$ cat config.mk
export PLATFORM = sky130hd
export DESIGN_NAME = cosim_msg_serializer
export DESIGN_NICKNAME = d
export VERILOG_FILES = /design/src/rtl/cosim_msg_serializer.sv
export SDC_FILE = /design/constraint.sdc
export NUM_CORES = 1
export LEC_CHECK = 0
export ABC_CLOCK_PERIOD_IN_PS = 2400
export CORE_AREA = 2 2 73 75
export CTS_CLUSTER_DIAMETER = 30
export DETAILED_ROUTE_END_ITERATION = 10
export DIE_AREA = 0 0 75 77
export MAX_ROUTING_LAYER = met4
export PLACE_DENSITY = 0.76
export SYNTH_ARGS = -nofsm -noshare
export SYNTH_HDL_FRONTEND = slang
export SYNTH_SLANG_ARGS = --single-unit
$ cat constraint.sdc
create_clock -name clk -period 2.4 [get_ports clk]
set_input_delay 0.48 -clock clk [delete_from_list [all_inputs] [get_ports clk]]
set_output_delay 0.48 -clock clk [all_outputs]
set_load 0.01 [all_outputs]
$ cat src/rtl/cosim_msg_serializer.sv
// cosim_msg_serializer
// Splits one DATA_WIDTH-bit message from the cosim endpoint into
// ceil(DATA_WIDTH/CHUNK_WIDTH) chunks, emitted LSB-first over a
// valid/ready stream. The final chunk is flagged with out_last.
// A new message may be taken in the same cycle the last chunk is accepted,
// so back-to-back messages stream without a bubble.
// msg_count tracks fully emitted messages and wraps at 16 bits.
module cosim_msg_serializer #(
    parameter int DATA_WIDTH  = 24,
    parameter int CHUNK_WIDTH = 8
) (
    input  logic                   clk,
    input  logic                   rstn,
    input  logic                   in_valid,
    output logic                   in_ready,
    input  logic [DATA_WIDTH-1:0]  in_data,
    output logic                   out_valid,
    input  logic                   out_ready,
    output logic [CHUNK_WIDTH-1:0] out_data,
    output logic                   out_last,
    output logic [15:0]            msg_count
);

    localparam int NUM_CHUNKS = (CHUNK_WIDTH > 0) ? ((DATA_WIDTH + CHUNK_WIDTH - 1) / CHUNK_WIDTH) : 1;
    localparam int PAD_W      = NUM_CHUNKS * CHUNK_WIDTH;
    localparam int IDX_W      = (NUM_CHUNKS > 1) ? $clog2(NUM_CHUNKS) : 1;
    localparam logic [IDX_W-1:0] LAST_IDX = IDX_W'(NUM_CHUNKS - 1);

    // Degenerate widths make no sense for a serializer; stop elaboration.
    if (DATA_WIDTH < 1 || CHUNK_WIDTH < 1) begin : g_bad_params
        $error("cosim_msg_serializer: DATA_WIDTH and CHUNK_WIDTH must both be >= 1");
    end

    typedef enum logic [0:0] {
        IDLE = 1'b0,
        SEND = 1'b1
    } state_t;

    state_t            state_r;
    state_t            state_nx_s;
    logic [IDX_W-1:0]  idx_r;
    logic [PAD_W-1:0]  msg_r;          // captured message, zero-padded to whole chunks
    logic [15:0]       msg_count_r;
    logic              load_s;         // capture in_data this cycle
    logic              adv_s;          // step to the next chunk
    logic              done_s;         // last chunk handed off this cycle
    logic              last_s;

    // Next-state decode, handshake control and stream outputs.
    always_comb begin
        state_nx_s = state_r;
        load_s     = 1'b0;
        adv_s      = 1'b0;
        done_s     = 1'b0;
        last_s     = (idx_r == LAST_IDX);
        out_valid  = 1'b0;
        out_last   = 1'b0;
        out_data   = '0;
        in_ready   = 1'b0;
        case (state_r)
            IDLE: begin
                in_ready = rstn;
                if (in_valid) begin
                    load_s     = 1'b1;
                    state_nx_s = SEND;
                end else begin
                    state_nx_s = IDLE;
                end
            end
            SEND: begin
                out_valid = 1'b1;
                out_last  = last_s;
                out_data  = msg_r[int'(idx_r) * CHUNK_WIDTH +: CHUNK_WIDTH];
                in_ready  = rstn && out_ready && last_s;
                if (out_ready) begin
                    if (last_s) begin
                        done_s = 1'b1;
                        if (in_valid) begin
                            load_s     = 1'b1;
                            state_nx_s = SEND;
                        end else begin
                            state_nx_s = IDLE;
                        end
                    end else begin
                        adv_s = 1'b1;
                    end
                end else begin
                    state_nx_s = SEND;
                end
            end
            default: begin
                state_nx_s = IDLE;
            end
        endcase
    end

    // FSM state register; reset drops any partially emitted message.
    always_ff @(posedge clk) begin
        if (!rstn) begin
            state_r <= IDLE;
        end else begin
            state_r <= state_nx_s;
        end
    end

    // Message capture, chunk index and emitted-message counter.
    always_ff @(posedge clk) begin
        if (!rstn) begin
            msg_r       <= '0;
            idx_r       <= '0;
            msg_count_r <= 16'h0000;
        end else begin
            if (load_s) begin
                msg_r <= PAD_W'(in_data);
                idx_r <= '0;
            end else if (adv_s) begin
                idx_r <= idx_r + IDX_W'(1);
            end
            if (done_s) begin
                msg_count_r <= msg_count_r + 16'd1;
            end
        end
    end

    assign msg_count = msg_count_r;

endmodule
# After elaboration in Yosys (flattened, before gate mapping)
# Cells that the tools add are included.
# totals
reg_bits	43
input_bits	28
output_inout_bits	27
word_cells	30
# classes
n_addsub	2
eq_ne	1
shifts	1
n_mux	17
bitwise	2
n_reduce_logical	3
# op_table
op	count
variable part select 24 x 6 -> 8 bit	1
adder 16 x 1 -> 16 bit (second input constant)	1
2-to-1 mux 1 bit	13
2-to-1 mux 8 bit	1
one-hot mux 1 bit (2 select lines)	3
adder 2 x 1 -> 2 bit (second input constant)	1
== test 2 bit (second input constant)	1
logical AND 1 bit	2
NOT 1 bit	2
OR reduction 2 bit	1

# Logic depth before layout (Yosys ltp)
# Gate-level depths: netlist of the first run.
# logic_depth
word_depth	5
mapped_depth	10
ltp_nobuf	6

# Least setup slack after synthesis of the first run
# OpenSTA, ideal clock, no wires.
# synth_path
path_kind	flip-flop to flip-flop
start	reg idx_r[0]
end	reg msg_r[14]
setup_ns	0.070
arrival_ns	1.966
required_ns	2.330
slack_ns	0.364
path_stages_with_launch	11
n_path_buf	4
synth_period_minus_slack_ns	2.036
path_cell_list	dfxtp_1 -> buf_2 -> clkbuf_1 -> inv_1 -> ha_1 -> a21boi_0 -> nand2b_1 -> buf_2 -> buf_2 -> nand2_1 -> a21oi_1
# synth_via
elab_chain_cells	4
# synth_rtl
element	line_no	text
start, declared	41	logic [IDX_W-1:0] idx_r;
start signal, assigned	117	idx_r <= idx_r + IDX_W'(1);
== test 2 bit	55	last_s = (idx_r == LAST_IDX);
2-to-1 mux 1 bit	76	if (last_s) begin
2-to-1 mux 1 bit	75	if (out_ready) begin
one-hot mux 1 bit (2 select lines)	60	case (state_r)
end signal, assigned	114	msg_r <= PAD_W'(in_data);
end, declared	42	logic [PAD_W-1:0] msg_r;
# No other way between the ends.
# A chain may end at the register's enable or synchronous reset.

# Worst setup path after layout of the first run
# layout_path
start	reg idx_r[0]
end	out out_data[4]
# layout_via
elab_chain_cells	2
# layout_rtl
element	line_no	text
variable part select 24 x 6 -> 8 bit	73	out_data = msg_r[int'(idx_r) * CHUNK_WIDTH +: CHUNK_WIDTH];
2-to-1 mux 8 bit	60	
end, declared	19	output logic [CHUNK_WIDTH-1:0] out_data,
# No other way between the ends.

==> results.cfg, run 1 <==
[final_layout]
finalNetCount = 327
final_cell_count_no_fill = 367
diodes = 0
area_delta_synth_final_pct = 39.9
drive_above_1_share = 0.0808
fill_cells = 476

[synth]
synthSimpleGateAreaFrac = 0.264
synth_nets = 274
yosysWarnings = 0
muxShareOfSynthArea = 0.0467
synthAdderAreaFrac = 0.0194
synth_compound_area_frac = 0.140
synth_top_family_by_area = simple AND/OR/NAND/NOR gates
postSynthCellCount = 243
syn_area_um2 = 1930
synth_xor_area_frac = 0.0408
yosys_register_bits = 43
synth_cell_types = 30
ys_seq_area_frac = 0.446
avgSynthCellArea_um2 = 7.94

[clock_tree]
cts_tree = yes
path_clk_slew_ns = 0.08
cts_buffers = 5
clockRootBuffer = clkbuf_8
cts.htree.levels = 2
cts_hold_buf = 0
numClockSinks = 43
postCtsSetupBuffers = 0
cts_buffer_depth = 2
clock_latency_ns = 0.28

[floorplan]
rows = 26
die-area_um2 = 5780
die_w_um = 75
start_util = 0.388
ios = 55
die_h_um = 77
core_area_um2 = 4980

[setup_path]
path_cells = buf_12 > mux2i_2 > o22ai_1 > and2_1 > clkdlybuf4s50_1
cpPeakStageDelay_ns = 0.47
critPathBufInv = 2
cp_max_fo = 17
cpLargestDelayFamily = buffers and inverters
worst-setup-path-type = register to primary output
worst_path_max_delay_cell = clkdlybuf4s50_1
worstSetupEndpointType = primary output
cp.required_ns = 1.92
crit_path_start_kind = register
critPathArrivalTime_ns = 1.84

[routing]
firstDrtPassIters = 4
vias = 1770
vias_per_cell = 4.82
postRouteAntennaNets = 0
drc = 0
post_drt_wl_per_cell_um = 12.0
drt_iter0_drc = 70
routed_wl_um = 4420

[timing]
finalMaxSlewViolations = 0
min_period_ns = 2.32
fin_skew_ns = 0.00623
hold_violations = 0
tns_ns = 0
rsz0062_at_grt = false
setup_viol = 0
fmax_mhz = 431
maxSlewHeadroom = 0.706
worst_pin_slew_ns = 0.441
period_share = 0.966

[outcome]
status = complete, no violations

[place]
place_hpwl_um = 3150
portBuffers = 54
dp.cells = 359
gp_congestion = 0.762

[global_route]
grt_max_degree = 42
grt_pass1_wl_um = 7480
antenna_found_initial = 0
grt_pass1_vias = 1666
overflow = 0
grt_usage = 0.165

[power]
p_per_area_nw_per_um2 = 551
p_total_mw = 1.49
vdd_drop_max_mv = 0.320
p_leak_nw = 0.949

[min_path]
worst_hold_path_type = register to register

[job]
maxCapViolations = 0
tightest hold or removal path, stage by stage, from the launching register on:
cell     delay (ns)
dfxtp_1        0.31
nand2_1        0.05
a21oi_1        0.05
Yosys cell counts (all sizes together):
cell	instances	share of area
nand2	65	0.13
dfxtp	43	0.45
a21oi	32	0.083
nor2	14	0.027
clkbuf	11	0.021
and2	9	0.029
mux2i	9	0.047
o22ai	8	0.026
buf	6	0.018
xor2	6	0.027
nand3	5	0.016
nand4	4	0.013
o31ai	4	0.016
or4	4	0.016
and3	3	0.010
ha	3	0.019
o21ai	3	0.0078
or3	3	0.0097
xnor2	3	0.014
and4	2	0.010
a211oi	1	0.0039
a21boi	1	0.0039
clkinv	1	0.0019
inv	1	0.0019
nand2b	1	0.0032
nor2b	1	0.0032
through the flow:
step	hold slack (ns)	worst slack (ns)	instance area [um2]	util
after CTS	0.458	0.0236	2690	0.540
final	0.455	0.0808	2700	0.542
after global placement	0.442	0.211	2570	0.517
after global routing	0.474	0.0210	2700	0.542
after floorplan	0.436	0.364	1930	-
after detailed placement	0.447	0.152	2570	0.517
path summary, 6_finish.rpt:
kind              cells after the start                    endpoint  slack, ns              startpoint
setup / recovery                      5                 out_data[4]       0.08   idx_r[0]$_SDFFE_PP0P_
hold / removal                        2      msg_r[16]$_SDFFE_PN0P_       0.45  msg_r[16]$_SDFFE_PN0P_
setup reg to reg                      6  msg_count[15]$_SDFFE_PN0P_       0.69   idx_r[0]$_SDFFE_PP0P_
hold reg to reg                       2      msg_r[16]$_SDFFE_PN0P_       0.45  msg_r[16]$_SDFFE_PN0P_
sequential cells by signal, indices dropped and copies added, names as in the netlist:
name / flops
state_r: 1
msg_count: 16
idx_r: 2
msg_r: 24
cell families after synthesis:
group / after synthesis
flops: 43
fa+ha+maj: 3
compound gates: 49
xor+xnor: 9
simple gates: 111
mux: 9
buf+inv: 19
final cells by class:
cell class,instances,area (um2),share of cell area
Tap cell,70,87.6,0.0324
Multi-Input combinational cell,181,997,0.369
Timing Repair Buffer,63,633,0.234
Inverter,2,7.51,0.00278
Sequential cell,43,862,0.319
Clock inverter,3,43.8,0.0162
Clock buffer,5,68.8,0.0255
layout by cell type (no fill, tap or decap), types with 2 or more instances in the layout:
master / Yosys / routed
a21oi_1: 32 / 32
and2_1: 9 / 9
and3_1: 2 / 2
buf_12: 0 / 2
buf_4: 2 / 7
clkbuf_8: 0 / 5
clkdlybuf4s50_1: 0 / 54
dfxtp_1: 43 / 42
ha_1: 3 / 3
mux2i_1: 9 / 6
mux2i_2: 0 / 3
nand2_1: 65 / 65
nand3_1: 4 / 4
nand4_1: 4 / 4
nor2_1: 14 / 14
o21ai_0: 3 / 3
o22ai_1: 8 / 8
o31ai_1: 4 / 4
or3_1: 3 / 3
or4_1: 4 / 4
xnor2_1: 3 / 3
xor2_1: 6 / 6
power breakdown:
group,internal (mW),leakage (nW),total (mW),switching [mW]
logic,0.0991,0.540,0.183,0.0843
registers,0.739,0.351,0.754,0.0149
clock network,0.310,0.0581,0.550,0.240
total,1.15,0.949,1.49,0.339
routing by layer:
| metal | wire (um) | track usage | share of wire |
|---|---|---|---|
| met5 | 0 | - | 0 |
| met4 | 38 | 0.0482 | 0.0086 |
| met3 | 158 | 0.0237 | 0.036 |
| met2 | 2160 | 0.260 | 0.49 |
| met1 | 2060 | 0.219 | 0.47 |
repair_timing:
| action | CTS | global route |
|---|---|---|
| resized for setup | 0 | 5 |
| setup endpoints to repair | 0 | 4 |
| hold endpoints to repair | 0 | 0 |
Note: power is estimated with default switching activity, not from simulation.
==> run 2: changes to the inputs <==
Settings changed: ABC_AREA from default to 0, CTS_BUF_LIST from default to sky130_fd_sc_hd__clkbuf_4.
==> run 2 against run 1 <==
Against the previous run:
- combinational power is essentially flat
- fmax down 2.8%
- critical endpoint unchanged
- sequential power about the same
- register-to-register slack about the same
- via count hardly changed
- largest cell class unchanged
- global-route usage unchanged
- highest routed layer unchanged
- critical path type unchanged
- non-clock buffer count unchanged
==> results.cfg, run 2 (synthesis results as in run 1) <==
[outcome]
status = complete, no violations

[clock_tree]
postCtsSetupBuffers = 0
numClockSinks = 43
clock_latency_ns = 0.34
ctsResizeCount = 3
cts_buffers = 5
cts_hold_buf = 0
cts.htree.levels = 2
cts_buffer_depth = 2
cts_tree = yes
path_clk_slew_ns = 0.12
clockRootBuffer = clkbuf_4

[routing]
drc = 0
vias = 1771
drt_iter0_drc = 67
routed_wl_um = 4440
postRouteAntennaNets = 0
vias_per_cell = 4.83
post_drt_wl_per_cell_um = 12.1
firstDrtPassIters = 4

[power]
vdd_drop_max_mv = 0.236
power.internal_mw = 1.06
p_clk_frac = 0.324
p_switching_uw = 330
seqPwrFrac = 0.544
p_leak_nw = 0.936
p_sw_frac = 0.238
combPwrFrac = 0.132
p_per_area_nw_per_um2 = 520

[final_layout]
fin_area_um2 = 2670
final_cell_count_no_fill = 367
finalNetCount = 327
drive_above_1_share = 0.0774
finish.utilization = 0.536
diodes = 0
largest_register_ffs = 24
final_common_cell = nand2_1
area_delta_synth_final_pct = 38.2
mostFrequentLayoutCells = nand2_1, clkdlybuf4s50_1, dfxtp_1, a21oi_1, nor2_1
largest_register = msg_r

[timing]
finalMaxSlewViolations = 0
tns_ns = 0
setup_viol = 0
worst_pin_slew_ns = 0.445
period_share = 0.994
whs_ns = 0.461
rsz0062_at_grt = true
min_period_ns = 2.39
hold_violations = 0
fmax_mhz = 419
fin_skew_ns = 0.0114
maxSlewHeadroom = 0.703

[floorplan]
die_h_um = 77
rows = 26
core_area_um2 = 4980
die_w_um = 75
ios = 55
start_util = 0.388
die-area_um2 = 5780

[setup_path]
endpoint = out_data[4]
reg2reg_from = idx_r[0]$_SDFFE_PP0P_
r2r_end = msg_count[15]$_SDFFE_PN0P_
worst-setup-path-type = register to primary output
crit_path_start_kind = register
crit_start = idx_r[0]$_SDFFE_PP0P_
cp_max_fo = 17
cp.required_ns = 1.92
regToRegSetupSlack_ns = 0.68
critPathArrivalTime_ns = 1.91
worstSetupEndpointType = primary output
path_cells = buf_12 > mux2i_2 > o22ai_1 > and2_1 > clkdlybuf4s50_1
cpPeakStageDelay_ns = 0.47
worst_path_max_delay_cell = clkdlybuf4s50_1
rr_worst_depth = 6

[global_route]
grt_pass1_wl_um = 7450
grt_max_degree = 42
grt_pass1_vias = 1664
grt_usage = 0.165
overflow = 0
antenna_found_initial = 0

[job]
maxCapViolations = 0

[place]
dp.cells = 359
gp_congestion = 0.762
place_hpwl_um = 3150
placed_cell_area_um2 = 2570
portBuffers = 54

[min_path]
worst_hold_path_type = register to register
==> run 2: cell type report <==
type	count	area, um2
Tap cell	70	87.6
Multi-Input combinational cell	181	993
Clock inverter	3	43.8
Timing Repair Buffer	63	637
Inverter	2	7.51
Clock buffer	5	37.5
Fill cell	482	2310
Sequential cell	43	862
==> run 2: per-stage QoR <==
step / setup slack [ns] / power [mW]
final: 0.0143 / 1.39
after global routing: -0.0570 / 1.45
after CTS: 0.00966 / 1.41
after detailed placement: 0.152 / 0.952
after global placement: 0.211 / 0.949
after floorplan: 0.364 / 0.858
==> run 2: worst min-delay path by stage <==
stage / from / end / slack (ns) / cells past startpoint
global placement: msg_r[16]$_SDFFE_PN0P_ / msg_r[16]$_SDFFE_PN0P_ / 0.44 / 2
floorplan: msg_r[0]$_SDFFE_PN0P_ / msg_r[0]$_SDFFE_PN0P_ / 0.44 / 2
finish: msg_r[16]$_SDFFE_PN0P_ / msg_r[16]$_SDFFE_PN0P_ / 0.46 / 2
CTS: msg_r[16]$_SDFFE_PN0P_ / msg_r[16]$_SDFFE_PN0P_ / 0.46 / 2
detailed placement: msg_r[16]$_SDFFE_PN0P_ / msg_r[16]$_SDFFE_PN0P_ / 0.45 / 2
global route: msg_r[21]$_SDFFE_PN0P_ / msg_r[21]$_SDFFE_PN0P_ / 0.48 / 2
==> run 2: power by group through the flow <==
stage / sequential (mW) / clock (mW) / combinational [mW]
after global placement: 0.769 / 0 / 0.180
final: 0.755 / 0.450 / 0.183
after global routing: 0.759 / 0.485 / 0.202
after CTS: 0.755 / 0.467 / 0.184
after floorplan: 0.767 / 0 / 0.0919
after detailed placement: 0.770 / 0 / 0.182
==> run 2: worst max-delay path: cells and delay by family (launching register included) <==
family	cells	cell delay, ns
AND/OR/NAND/NOR	1	0.15
buffers and inverters	2	0.63
multiplexers	1	0.30
AO/OA/AOI/OAI	1	0.10
flip-flops	1	0.37
==> run 2: layer usage <==
| metal | global-route usage | share of wire | vias to the layer above |
|---|---|---|---|
| met2 | 0.259 | 0.48 | 28 |
| met1 | 0.217 | 0.48 | 808 |
| met5 | - | 0 | - |
| li1 | - | - | 930 |
| met3 | 0.0237 | 0.028 | 5 |
| met4 | 0.0536 | 0.013 | 0 |
==> run 3: changes to the inputs <==
==> constraint.sdc (replaced) <==
create_clock -name clk -period 2.4 [get_ports clk]
set_input_delay 0.48 -clock clk [delete_from_list [all_inputs] [get_ports clk]]
set_output_delay 0.48 -clock clk [all_outputs]
set_load 0.1 [all_outputs]
==> run 3 against run 2 <==
Against the previous run:
- register-to-register slack got worse by 0.10 ns
- sequential power is essentially flat
- die area unchanged
- cell count down 0.54%
- via count is 1.2% higher
- setup slack improved by 0.12 ns
- flip-flop and latch count unchanged
- clock skew shrank 0.0026 ns
- non-clock buffer count is 2 lower
- fmax increased by 5.5%
- critical endpoint is now out_data[1]
- largest cell class unchanged
- highest routed layer unchanged
==> results.cfg, run 3 (synthesis results as in run 1) <==
[outcome]
status = complete, no violations

[timing]
final.setup.worst_slack_ns = 0.139
fmax_mhz = 442
period_share = 0.942
tns_ns = 0
maxSlewHeadroom = 0.724
finalMaxSlewViolations = 0
rsz0062_at_grt = false
worst_pin_slew_ns = 0.415
hold_violations = 0
setup_viol = 0
fin_skew_ns = 0.00879
min_period_ns = 2.26

[routing]
met1Wirelength_um = 2080
routed_wl_um = 4570
postRouteAntennaNets = 0
route.met2.wl_um = 2210
wl_met3_um = 225
firstDrtPassIters = 4
routed.top_layer = met4
drc = 0
vias_per_cell = 4.91
vias = 1792
post_drt_wl_per_cell_um = 12.5
drt_iter0_drc = 139

[clock_tree]
path_clk_slew_ns = 0.12
ctsResizeCount = 0
cts.htree.levels = 2
clock_latency_ns = 0.35
cts_buffer_depth = 2
postCtsSetupBuffers = 0
cts_tree = yes
numClockSinks = 43
clockRootBuffer = clkbuf_4
cts_buffers = 5
cts_hold_buf = 0

[setup_path]
worstSetupEndpointType = primary output
cp_max_fo = 15
cp.required_ns = 1.92
critPathArrivalTime_ns = 1.78
worst-setup-path-type = register to primary output
crit_path_start_kind = register

[final_layout]
drive_above_1_share = 0.186
area_delta_synth_final_pct = 38.2
diodes = 0
largest_register_ffs = 24
fill_cells = 477
final_common_cell = nand2_1
regArea_um2 = 861
largest_register = msg_r
finalNetCount = 325
mostFrequentLayoutCells = nand2_1, dfxtp_1, a21oi_1, clkdlybuf4s50_1, buf_4
multiInputGateArea_um2 = 1000
final_cell_count_no_fill = 365

[floorplan]
ios = 55
start_util = 0.388
die-area_um2 = 5780
core_area_um2 = 4980
die_h_um = 77
die_w_um = 75
rows = 26

[global_route]
grt_pass1_vias = 1715
overflow = 0
grt_max_degree = 42
antenna_found_initial = 0
grt_pass1_wl_um = 7840
grt_usage = 0.176

[power]
p_per_area_nw_per_um2 = 503
p_leak_nw = 0.987
vdd_drop_max_mv = 0.331

[place]
dp.cells = 357
gp_congestion = 0.783
place_worst_setup_slack_ns = 0.269
place_hpwl_um = 3330
portBuffers = 54

[min_path]
worst_hold_path_type = register to register

[job]
maxCapViolations = 0
run 3: changes by cell type in the layout (fill, tap and decap cells not counted), sizes merged:
cell | before | now
buf | 9 | 34
clkinvlp | 0 | 2
bufinv | 1 | 0
clkinv | 3 | 2
clkdlybuf4s50 | 54 | 27
run 3: cell type report:
type / count / share of cell area
multi-input combinational: 181 / 0.375
sequential: 43 / 0.323
timing repair buffer: 61 / 0.245
clock buffer: 5 / 0.0141
inverter: 2 / 0.00281
clock inverter: 3 / 0.00750
tap: 70 / 0.0328
run 3: per-layer routing:
metal,track usage,vias up
met4,0.0482,0
met2,0.261,38
met5,-,-
met1,0.238,817
met3,0.0394,7
li1,-,930
run 3: worst max-delay path, cell delays in order, from the launching register on:
cell	delay, ns
dfxtp_1	0.43
buf_6	0.22
mux2i_1	0.29
o22ai_1	0.11
and2_2	0.22
buf_12	0.16
run 3: per-stage QoR:
stage | instance area, um2 | total power, mW | util | hold WS, ns
after global routing | 2670 | 1.41 | 0.536 | 0.490
final | 2670 | 1.34 | 0.536 | 0.464
after detailed placement | 2610 | 1.01 | 0.524 | 0.446
after floorplan | 1940 | 0.910 | - | 0.436
after global placement | 2610 | 1.01 | 0.524 | 0.441
after CTS | 2660 | 1.36 | 0.535 | 0.465
run 3: power by group:
group	switching, mW	internal [mW]
Sequential	0.0175	0.740
Clock	0.237	0.112
Combinational	0.133	0.103
Total	0.388	0.955
run 3: final timing paths:
check        slack [ns]                   start                     end  depth (start not counted)
max reg2reg        0.58   idx_r[0]$_SDFFE_PP0P_   idx_r[1]$_SDFFE_PP0P_                          7
max                0.14   idx_r[0]$_SDFFE_PP0P_             out_data[1]                          5
min reg2reg        0.46  msg_r[20]$_SDFFE_PN0P_  msg_r[20]$_SDFFE_PN0P_                          2
min                0.46  msg_r[20]$_SDFFE_PN0P_  msg_r[20]$_SDFFE_PN0P_                          2
